`config.mk`:
```
export PLATFORM = sky130hd
export DESIGN_NAME = kdf_lfsr_stream
export DESIGN_NICKNAME = d
export VERILOG_FILES = /design/src/rtl/kdf_lfsr_pkg.sv /design/src/rtl/lfsr_unroll.sv /design/src/rtl/kdf_lfsr_stream.sv
export SDC_FILE = /design/constraint.sdc
export NUM_CORES = 1
export LEC_CHECK = 0
export CORE_MARGIN = 2
export CORE_UTILIZATION = 39
export DETAILED_ROUTE_END_ITERATION = 6
export PLACE_DENSITY_LB_ADDON = 0.25
export SLEW_MARGIN = 10
export SYNTH_ARGS = -nofsm -noshare
export SYNTH_HDL_FRONTEND = slang
export SYNTH_HIERARCHICAL = 1
export SYNTH_SLANG_ARGS = --single-unit
```
`constraint.sdc`:
```
create_clock -name clk -period 4.75 [get_ports clk]
set_input_delay 1.1875 -clock clk [delete_from_list [all_inputs] [get_ports clk]]
set_output_delay 1.1875 -clock clk [all_outputs]
set_load 0.005 [all_outputs]
```
`src/rtl/kdf_lfsr_pkg.sv`:
```
`default_nettype none
// +----------------------------------------------------------------------+
// | kdf_lfsr_pkg : FSM encoding, default LFSR constants, one-step helper |
// | rev 1.0                                                              |
// +----------------------------------------------------------------------+
package kdf_lfsr_pkg;

  // Widest LFSR the shared step helper supports.
  localparam int          c_lfsr_max_w   = 64;
  localparam logic [31:0] c_default_taps = 32'h80200003;
  localparam logic [31:0] c_default_init = 32'h00000001;

  typedef enum logic [2:0] {
    ST_IDLE   = 3'd0,
    ST_LOAD   = 3'd1,
    ST_ABSORB = 3'd2,
    ST_WARMUP = 3'd3,
    ST_RUN    = 3'd4
  } fsm_e;

  // Fibonacci step on a zero-extended state; in_bit is folded into the new MSB.
  function automatic logic [c_lfsr_max_w-1:0] lfsr_step(
    input logic [c_lfsr_max_w-1:0] state,
    input logic [c_lfsr_max_w-1:0] taps,
    input int unsigned             width,
    input logic                    in_bit
  );
    logic fb;
    fb = (^(state & taps)) ^ in_bit;
    return (state >> 1) | ({{(c_lfsr_max_w-1){1'b0}}, fb} << (width - 1));
  endfunction

endpackage
`default_nettype wire

```
`src/rtl/lfsr_unroll.sv`:
```
`default_nettype none
// +----------------------------------------------------------------------+
// | lfsr_unroll : combinational OUT_W-step LFSR advance with output bits |
// | rev 1.0                                                              |
// +----------------------------------------------------------------------+
module lfsr_unroll
  import kdf_lfsr_pkg::*;
#(
  parameter int                LFSR_W = 32,
  parameter logic [LFSR_W-1:0] TAPS   = LFSR_W'(c_default_taps),
  parameter int                OUT_W  = 8
) (
  input  logic [LFSR_W-1:0] state,
  output logic [LFSR_W-1:0] next_state,
  output logic [OUT_W-1:0]  bits
);

  logic [LFSR_W-1:0] w_chain [OUT_W+1];

  assign w_chain[0] = state;

  for (genvar j = 0; j < OUT_W; j++) begin : g_step
    assign bits[j]      = w_chain[j][0];
    assign w_chain[j+1] = LFSR_W'(lfsr_step(c_lfsr_max_w'(w_chain[j]),
                                            c_lfsr_max_w'(TAPS), LFSR_W, 1'b0));
  end

  assign next_state = w_chain[OUT_W];

endmodule
`default_nettype wire

```
`src/rtl/kdf_lfsr_stream.sv`:
```
`default_nettype none
// +----------------------------------------------------------------------+
// | kdf_lfsr_stream : seed-absorbing LFSR keystream generator, len-bound |
// | rev 1.0                                                              |
// +----------------------------------------------------------------------+
module kdf_lfsr_stream
  import kdf_lfsr_pkg::*;
#(
  parameter int                LFSR_W = 32,
  parameter logic [LFSR_W-1:0] TAPS   = LFSR_W'(c_default_taps),
  parameter logic [LFSR_W-1:0] INIT   = LFSR_W'(c_default_init),
  parameter int                SEED_W = 256,
  parameter int                OUT_W  = 8,
  parameter int                WARMUP = 0,
  parameter int                LEN_W  = 16
) (
  input  logic              clk,
  input  logic              rst,
  input  logic              seed_valid,
  output logic              seed_ready,
  input  logic [SEED_W-1:0] seed_data,
  input  logic [LEN_W-1:0]  len_words,
  output logic              out_valid,
  input  logic              out_ready,
  output logic [OUT_W-1:0]  out_data,
  output logic              done,
  output logic              zero_fix
);

  localparam int c_abs_cyc  = SEED_W - LFSR_W;
  localparam int c_step_max = (c_abs_cyc > WARMUP) ? c_abs_cyc : WARMUP;
  localparam int c_cnt_w    = $clog2(c_step_max + 2);

  fsm_e              r_fsm,       w_fsm_next;
  logic [LFSR_W-1:0] r_lfsr,      w_lfsr_next;
  // One pad bit above the seed keeps r_seed[LFSR_W] legal when SEED_W == LFSR_W.
  logic [SEED_W:0]   r_seed,      w_seed_next;
  logic [LEN_W-1:0]  r_len,       w_len_next;
  logic [LEN_W-1:0]  r_cnt,       w_cnt_next;
  logic [c_cnt_w-1:0] r_step,     w_step_next;
  logic              r_out_valid, w_valid_next;
  logic [OUT_W-1:0]  r_out_data,  w_data_next;
  logic              r_done,      w_done_next;
  logic              r_zero_fix,  w_zero_fix_next;
  logic              w_seeded;
  logic [LFSR_W-1:0] w_unroll_state;
  logic [OUT_W-1:0]  w_unroll_bits;

  lfsr_unroll #(
    .LFSR_W (LFSR_W),
    .TAPS   (TAPS),
    .OUT_W  (OUT_W)
  ) u_unroll (
    .state      (r_lfsr),
    .next_state (w_unroll_state),
    .bits       (w_unroll_bits)
  );

  always_comb begin
    w_fsm_next      = r_fsm;
    w_lfsr_next     = r_lfsr;
    w_seed_next     = r_seed;
    w_len_next      = r_len;
    w_cnt_next      = r_cnt;
    w_step_next     = r_step;
    w_valid_next    = r_out_valid;
    w_data_next     = r_out_data;
    w_done_next     = 1'b0;
    w_zero_fix_next = r_zero_fix;
    w_seeded        = 1'b0;

    case (r_fsm)
      ST_IDLE: begin
        if (seed_valid) begin
          w_seed_next     = {1'b0, seed_data};
          w_len_next      = len_words;
          w_cnt_next      = '0;
          w_step_next     = '0;
          w_zero_fix_next = 1'b0;
          w_fsm_next      = ST_LOAD;
        end
      end
      ST_LOAD: begin
        w_lfsr_next = r_seed[LFSR_W-1:0];
        if (c_abs_cyc == 0) w_seeded = 1'b1;
        else                w_fsm_next = ST_ABSORB;
      end
      ST_ABSORB: begin
        w_lfsr_next = LFSR_W'(lfsr_step(c_lfsr_max_w'(r_lfsr), c_lfsr_max_w'(TAPS),
                                        LFSR_W, r_seed[LFSR_W]));
        w_seed_next = r_seed >> 1;
        w_step_next = r_step + c_cnt_w'(1);
        if (r_step == c_cnt_w'(c_abs_cyc - 1)) w_seeded = 1'b1;
      end
      ST_WARMUP: begin
        w_lfsr_next = LFSR_W'(lfsr_step(c_lfsr_max_w'(r_lfsr), c_lfsr_max_w'(TAPS),
                                        LFSR_W, 1'b0));
        w_step_next = r_step + c_cnt_w'(1);
        if (r_step == c_cnt_w'(WARMUP - 1)) begin
          if (r_len == '0) begin
            w_fsm_next  = ST_IDLE;
            w_done_next = 1'b1;
          end else begin
            w_fsm_next = ST_RUN;
          end
        end
      end
      ST_RUN: begin
        if (!r_out_valid || out_ready) begin
          if (r_cnt != r_len) begin
            w_lfsr_next  = w_unroll_state;
            w_data_next  = w_unroll_bits;
            w_valid_next = 1'b1;
            w_cnt_next   = r_cnt + LEN_W'(1);
          end else begin
            // Only reachable once the final word has just been accepted.
            w_valid_next = 1'b0;
            w_done_next  = 1'b1;
            w_fsm_next   = ST_IDLE;
          end
        end
      end
      default: w_fsm_next = ST_IDLE;
    endcase

    if (w_seeded) begin
      w_step_next = '0;
      if (w_lfsr_next == '0) begin
        w_lfsr_next     = INIT;
        w_zero_fix_next = 1'b1;
      end
      if (WARMUP > 0) begin
        w_fsm_next = ST_WARMUP;
      end else if (r_len == '0) begin
        w_fsm_next  = ST_IDLE;
        w_done_next = 1'b1;
      end else begin
        w_fsm_next = ST_RUN;
      end
    end
  end

  always_ff @(posedge clk) begin
    if (rst) begin
      r_fsm       <= ST_IDLE;
      r_lfsr      <= INIT;
      r_seed      <= '0;
      r_len       <= '0;
      r_cnt       <= '0;
      r_step      <= '0;
      r_out_valid <= 1'b0;
      r_out_data  <= '0;
      r_done      <= 1'b0;
      r_zero_fix  <= 1'b0;
    end else begin
      r_fsm       <= w_fsm_next;
      r_lfsr      <= w_lfsr_next;
      r_seed      <= w_seed_next;
      r_len       <= w_len_next;
      r_cnt       <= w_cnt_next;
      r_step      <= w_step_next;
      r_out_valid <= w_valid_next;
      r_out_data  <= w_data_next;
      r_done      <= w_done_next;
      r_zero_fix  <= w_zero_fix_next;
    end
  end

  assign seed_ready = (r_fsm == ST_IDLE);
  assign out_valid  = r_out_valid;
  assign out_data   = r_out_data;
  assign done       = r_done;
  assign zero_fix   = r_zero_fix;

endmodule
`default_nettype wire

```
* After elaboration in Yosys (flattened, before gate mapping)
Index checks and enable logic that the tools add are counted.
Operators by class: equal/unequal tests 15, bitwise gates (word level) 10, muxes and demuxes 34, add/sub/neg operators 2, reductions and logical operators 25
Operators by type and width (number):
- 257-bit one-hot mux with 2 select lines | 1
- 64-bit XOR reduction | 8
- 31-bit by 32-bit OR with 32-bit output | 9
- 257-bit two-way mux | 1
- 32-bit two-way mux | 4
- 32-bit one-hot mux with 4 select lines | 1
- 16-bit two-way mux | 3
- 32-bit zero test | 1
- 16-bit one-hot mux with 2 select lines | 1
- 3-bit two-way mux | 6
- 16-bit by 1-bit adder with 16-bit output (second input constant) | 1
- 8-bit equality test (second input constant) | 2
- 16-bit zero test | 1
- 16-bit inequality test | 1
- 8-bit one-hot mux with 2 select lines | 1
- 3-bit one-hot mux with 5 select lines | 1
- 1-bit two-way mux | 13
- 3-bit inequality test (second input constant) | 3
- 8-bit by 1-bit adder with 8-bit output (second input constant) | 1
- 8-bit two-way mux | 1
- 2-bit inequality test (second input constant) | 4
- 2-bit AND reduction | 4
- 3-bit by 2-bit equality test with 1-bit output (second input constant) | 2
- 2-bit nonzero test | 3
- other kinds (12) | 13
Word-level totals: bits in registers 343, input port bits 276, logic and storage cells 96

* Logic depth before layout (Yosys ltp)
word-level depth 22, mapped depth 11

* Hierarchy
The synthesis kept the hierarchy.
By module, submodules not included:
- kdf_lfsr_stream | sequential area each 6846.6 um2, instances 1, cells each 2096, area an instance 15806.4 um2
- lfsr_unroll | sequential area each 0.0 um2, instances 1, cells each 55, area an instance 493.0 um2

* Least setup slack after synthesis
No wires, ideal clock.
kind input to register, start input port out_ready, end register r_zero_fix (netlist: zero_fix), data required time 4.675 ns, path slack 2.076 ns, arrival time 2.600 ns, library setup time 0.075 ns, path buffers 0, cell stages on the path 8, path through nor2b_1 nor2_1 nand2_1 o21ai_2 or4_4 nor4_2 nand4b_1 o22ai_1
Between the ends: cells in the longest elaborated chain, start to end 6
Ends and longest elaborated chain:
- start, declared | line kdf_lfsr_stream.sv:24 | input logic out_ready,
- 1-bit logical OR | line kdf_lfsr_stream.sv:109 | if (!r_out_valid || out_ready) begin
- 32-bit two-way mux | line kdf_lfsr_stream.sv:109
- 32-bit one-hot mux with 4 select lines | line kdf_lfsr_stream.sv:72 | case (r_fsm)
- 32-bit zero test | line kdf_lfsr_stream.sv:128 | if (w_lfsr_next == '0) begin
- 1-bit two-way mux | line kdf_lfsr_stream.sv:128
- 1-bit two-way mux | line kdf_lfsr_stream.sv:126 | if (w_seeded) begin
- end signal, assigned | line kdf_lfsr_stream.sv:165 | r_zero_fix <= w_zero_fix_next;
- end, declared | line kdf_lfsr_stream.sv:44 | logic r_zero_fix, w_zero_fix_next;
Every way passes these cells. A chain may end at the register's enable or synchronous reset.

* Worst setup path in the final report
start register r_fsm[0], end register r_zero_fix (netlist: zero_fix)
Between the ends: cells in the longest elaborated chain, start to end 5, elaborated cells on any way between the ends 11
Ends and longest elaborated chain:
- start, declared | line kdf_lfsr_stream.sv:34 | fsm_e r_fsm, w_fsm_next;
- start signal, assigned | line kdf_lfsr_stream.sv:156 | r_fsm <= w_fsm_next;
- 3-bit equality test, or another cell as far along | line kdf_lfsr_stream.sv:72
- 32-bit one-hot mux with 4 select lines | line kdf_lfsr_stream.sv:72
- 32-bit zero test | line kdf_lfsr_stream.sv:128
- 1-bit two-way mux | line kdf_lfsr_stream.sv:128
- 1-bit two-way mux (*) | line kdf_lfsr_stream.sv:126
Every way passes the cells marked *; elsewhere a longest branch is shown, timed or not.

==> results by group <==
Logic synthesis
  – Synthesized instance count: 2,151
  – Avg Inst Size Synth: 7.58 µm²
  – Register bit count reported by yosys: 342
  – Synth Warn #: 6
  – Synth Cell Area: 16,300 µm²
  – Register area share after synthesis: 42.0%
  – Post-Syn Nets: 2,429
  – EDFF count, synth: 0
  – Asr flop ratio synth: 0%
  – Yosys cell types: 74
  – Ys flop type: dfxtp_1

Status
  – Status: finished, final reports clean

Run
  – Max_cap viols: 0

GRT
  – Total grt overflow: 0
  – First-pass GRT wire length: 80.8 mm
  – Vias in the first global route: 15.0k
  – Largest net degree at the start of global routing: 178
  – Total track usage: 22.7%
  – Initial antenna violation count: 8

Layout
  – Fin util: 49.7%
  – Most frequent cells in the layout: nand2_1, dfxtp_1, nor2_1
  – Post-Layout Inst Area: 20,400 µm²
  – Area growth syn-to-layout: 25.0%
  – # nets final: 2,564
  – Commonest non-fill, non-tap cell in the layout: nand2_1
  – Layout cell share with drive strength beyond 1: 4.77%

Clocking
  – CTS tree: yes
  – Hold buffers post-CTS: 0
  – Max H-tree Level: 2
  – Clock slew at reported path FFs: 60 ps
  – Num Clock Sinks: 342
  – CTS Root Cell: clkbuf_16
  – Post CTS Setup Buffer Count: 0
  – Clock Tree Buf Depth: 3
  – Post-cts gate resize count: 0
  – Clock Latency Late Sink: 560 ps
  – CTS Buf Count: 39

Routing
  – DRT antenna net count: 0
  – # DRC: 0
  – Starting DRC count in detailed routing: 1,330
  – DR vias: 15.8k
  – Final WL: 50.4 mm
  – Drt pass-1 iters: 7
  – DR WL/cell: 17.7 µm
  – Via-per-instance ratio: 5.57

Die
  – Core ar.: 41,000 µm²
  – Width of the die: 208 µm
  – Die H: 208 µm
  – Std-Cell Rows: 74
  – DIE AREA: 43,400 µm²
  – Initial Util: 39.7%
  – I/O pin count: 288

Worst setup path
  – Max incr delay on CP: 1040 ps
  – Worst Path Required: 5220 ps
  – Critical Path Start Type: flip-flop
  – CP Class: reg2reg
  – Reg-to-reg slack, setup: 1160 ps
  – CP max FO: 28
  – Critical Path, Cell by Cell: nand2b_1 -> nor3_1 -> nor3_1 -> o41ai_1 -> o22ai_1 -> nor4_2 -> nand4b_1 -> o22ai_1
  – Slowest CP cell: dfxtp_1
  – Crit path arrival time: 4070 ps
  – CP endpoint kind: flip-flop

Pwr
  – Leak Pwr: 0.00768 µW
  – P per Cell Area: 476 nW/µm²
  – Tot Pwr: 9700 µW
  – VDD IR max: 232 µV

Placed design
  – Final GP Congestion: 0.964
  – DP Wirelength: 33.9 mm
  – Port bufs: 287
  – Placed standard-cell area: 19,200 µm²

Timing
  – Final min period: 3590 ps
  – Hold Vio Cnt, Final: 0
  – Slew Limit Fails: 0
  – Setup Skew: 8.04 ps
  – Rel. slew slack: 27.1%
  – Fin crit share: 75.6%
  – Setup TNS: 0 ps
  – Fmax: 278 MHz
  – RSZ-0062 raised after global routing: false
  – Slew @ Worst Pin: 1090 ps
  – Final setup viols: 0

Worst hold path
  – Worst hold path type: reg2reg
final cells by class:
type,count,area (µm²)
fillers,3989,20600
diodes,5,12.5
well taps,532,666
multi-input cells,1580,8440
clock inverters,4,76.3
flip-flops and latches,342,6850
clock buffers,59,1130
repair buffers,315,3180
inverters,8,30.0
critical path: cells and delay by family, from the launching register on:
kind / cells / cell delay [ps]
DFF: 1 / 1040
AOI/OAI and AO/OA: 3 / 700
and+or+nand+nor: 5 / 1770
per-stage QoR:
step	setup WS [ps]	hold slack [ps]	cells
after floorplan	2080	444	2151
after global placement	1110	443	2777
after detailed placement	1080	447	2777
after CTS	1160	455	2840
after global routing	958	484	2843
final	1160	453	2845
layer usage:
metal | vias up | global-route usage [%] | wire (µm)
met3 | 98 | 4.66 | 3290
met4 | 6 | 8.63 | 1470
li1 | 7760 | - | -
met5 | - | 0 | 40
met2 | 473 | 37.1 | 23300
met1 | 7498 | 29.6 | 22300
flip-flops by register name, summed over array words and instances (netlist names):
signal,cells
r_fsm,3
out_valid,1
r_cnt,16
r_step,8
done,1
zero_fix,1
r_lfsr,32
r_seed,256
r_len,16
out_data,8
power breakdown:
group / total [µW] / internal [µW] / leakage, µW / switching, µW
Sequential: 3830 / 3380 / 0.00283 / 445
Combinational: 2940 / 1220 / 0.00427 / 1720
Clock: 2940 / 1740 / 0.000585 / 1200
Total: 9700 / 6340 / 0.00768 / 3360
synthesized netlist by cell type (7+ instances only):
cell / n / share of area [%]
nand2b_1: 14 / 0.54
o22ai_1: 7 / 0.27
xor2_1: 32 / 1.7
nand2_1: 608 / 14
nor2_1: 339 / 7.8
buf_1: 8 / 0.18
a21oi_1: 74 / 2.3
and3_1: 8 / 0.31
nor4_1: 8 / 0.31
a22oi_1: 11 / 0.51
buf_4: 34 / 1.6
o21ai_0: 48 / 1.5
nand3_1: 8 / 0.25
clkbuf_1: 149 / 3.4
nor3_1: 18 / 0.55
xnor2_1: 18 / 0.97
a311oi_1: 255 / 14
buf_2: 29 / 0.89
nor2b_1: 11 / 0.42
dfxtp_1: 342 / 42
nand4_1: 8 / 0.31
cell families after synthesis:
group	count (synthesis)	share of synthesized area, %
AO/OA/AOI/OAI	466	21.9
XOR/XNOR	55	3.35
adder cells (fa/ha/maj)	2	0.154
buffers and inverters	229	6.33
flip-flops	342	42.0
multiplexers	2	0.130
AND/OR/NAND/NOR	1055	26.2
path summary, 6_finish.rpt:
check,cells after the start,to,from
worst max-delay path,8,zero_fix,r_fsm[0]
worst min-delay path,2,out_data[6],out_data[6]
worst max register to register,8,zero_fix,r_fsm[0]
worst min register to register,2,out_data[6],out_data[6]
Power figures use the tool's default switching activity.
==> RTL change, RTL diff (config.mk and constraints unchanged) <==
Re-encode `fsm_e` (5 states) as one-hot, 5 bits wide.
--- a/src/rtl/kdf_lfsr_pkg.sv
+++ b/src/rtl/kdf_lfsr_pkg.sv
@@ -10,12 +10,12 @@
   localparam logic [31:0] c_default_taps = 32'h80200003;
   localparam logic [31:0] c_default_init = 32'h00000001;
 
-  typedef enum logic [2:0] {
-    ST_IDLE   = 3'd0,
-    ST_LOAD   = 3'd1,
-    ST_ABSORB = 3'd2,
-    ST_WARMUP = 3'd3,
-    ST_RUN    = 3'd4
+  typedef enum logic [4:0] {
+    ST_IDLE   = 5'b00001,
+    ST_LOAD   = 5'b00010,
+    ST_ABSORB = 5'b00100,
+    ST_WARMUP = 5'b01000,
+    ST_RUN    = 5'b10000
   } fsm_e;
 
   // Fibonacci step on a zero-extended state; in_bit is folded into the new MSB.
Behaviour: no difference found for any inputs over 4 cycles, from zero or initial values and one cycle with rst high; so few cycles prove little.
==> RTL change against the original RTL <==
Wire length is 21% lower; critical path depth is 1 higher; final area is 7.7% lower; synthesized cell count is 10% lower; setup slack better by 0.34 ns; sequential cell count is 1 higher; count of clock-buffer cells in the layout is 7 lower; area after synthesis is 10% lower.
Power is not compared: it rests on default switching activity, and its combinational part moved more than twofold at a synthesized area within 25%.
==> RTL change: results (changes against the original RTL) <==
status: "finished clean"  # unchanged
path_clk_slew_ns: 0.06  # about the same
yosysUniqueCellTypes: 51  # was 74
worst_skew_pair.late_latency_ns: 0.53  # was 0.56 ns
wl_met2_um: 18800  # was 23300 um
top_regs: "r_seed x256, r_lfsr x32"  # unchanged
use_met2_pct: 32.2  # was 37.1%
synth_common_cells: "812 x nor2_1, 343 x dfxtp_1, 271 x nor4_1"  # was 608 x nand2_1, 342 x dfxtp_1, 339 x nor2_1
muxShareOfSynthArea_pct: 0.836  # was 0.130%
place.gp.congestion: 0.848  # was 0.964
dp.cells: 2563  # was 2777
grt_max_degree: 209  # was 178
yosys_warnings: 6  # unchanged
met3_usage_pct: 4.96  # was 4.66%
synth_compound_area_share_pct: 5.43  # was 21.9%
syn-num-nets: 2206  # was 2429
synth_fa_ha_area_share_pct: 0.171  # was 0.154%
pre_cts_ws_ns: 1.34  # was 1.08 ns
antenna_found_initial: 4  # was 8
critPathSlowestCell: "xnor3_2"  # was dfxtp_1
dpl-instance-area_sq_mm: 0.0175  # was 0.0192 sq mm
hp-start: "zero_fix"  # was out_data[6]
vias: 13700  # was 15800
grt_pass1_vias: 12700  # was 15000
crit_fanout: 7  # was 28
drtIter0Drc: 1095  # was 1330
hold_slack_ns: 0.463  # was 0.453 ns
layout.nets: 2370  # was 2564
reg2reg_to: "zero_fix"  # unchanged
met1_length_um: 17100  # was 22300 um
critical_path.top_delay_family: "XOR/XNOR gates"  # was simple AND/OR/NAND/NOR gates
hpwl_um: 25600  # was 33900 um
reg2reg_slack_ns: 1.50  # was 1.16 ns
synth_xor_area_share_pct: 3.31  # was 3.35%
synthTopCellsByArea: "dfxtp_1 47%, nor2_1 21%, nor4_1 12%"  # was dfxtp_1 42%, nand2_1 14%, a311oi_1 14%
cp_slowest_stage_delay_ns: 0.52  # was 1.04 ns
track_usage_pct: 19.7  # was 22.7%
firstDrtPassIters: 6  # was 7
yosysSeqAreaShare_pct: 46.8  # was 42.0%
r2r_cells: 9  # was 8
skew_ns: 0.0205  # was 0.00804 ns
wl_per_cell_um: 15.1  # was 17.7 um
grt_use_met1_pct: 24.9  # was 29.6%
maxSlewHeadroom_pct: 27.1  # about the same
worstPathArrival_ns: 3.70  # was 4.07 ns
syn_inst: 1928  # was 2151
drive_gt1_share_pct: 4.58  # was 4.77%
regToRegStartpoint: "r_lfsr[31]"  # was r_fsm[0]
grt_pass1_wl_um: 63700  # was 80800 um
holdPathEnd: "zero_fix"  # was out_data[6]
numCtsBuffers: 38  # was 39
wl_um: 39700  # was 50400 um
wl_met3_um: 2580  # was 3290 um
[RTL change: changes by cell type after synthesis, sizes merged, moves of 41 or more]
| cell | change |
|---|---|
| a311oi | -255 |
| clkbuf | -41 |
| nand2 | -528 |
| nor2 | +472 |
| nor4 | +263 |
| o21ai | -47 |
[RTL change: worst max path at each step]
stage	cells after the start	startpoint	to	slack (ns)
global route	9	r_lfsr[31]	zero_fix	1.37
detailed placement	5	seed_valid	r_cnt[7]	1.34
finish	9	r_lfsr[31]	zero_fix	1.50
CTS	9	r_lfsr[31]	zero_fix	1.53
floorplan	9	r_lfsr[0]	zero_fix	2.24
global placement	5	seed_valid	r_cnt[9]	1.37
[RTL change: final cells by class]
cell class	count	area [sq um]
Inverter	3	11.3
Sequential cell	343	6870
Antenna cell	3	7.51
Multi-Input combinational cell	1404	6970
Clock inverter	13	171
Fill cell	3607	18600
Tap cell	511	639
Timing Repair Buffer	302	3050
Clock buffer	52	1080
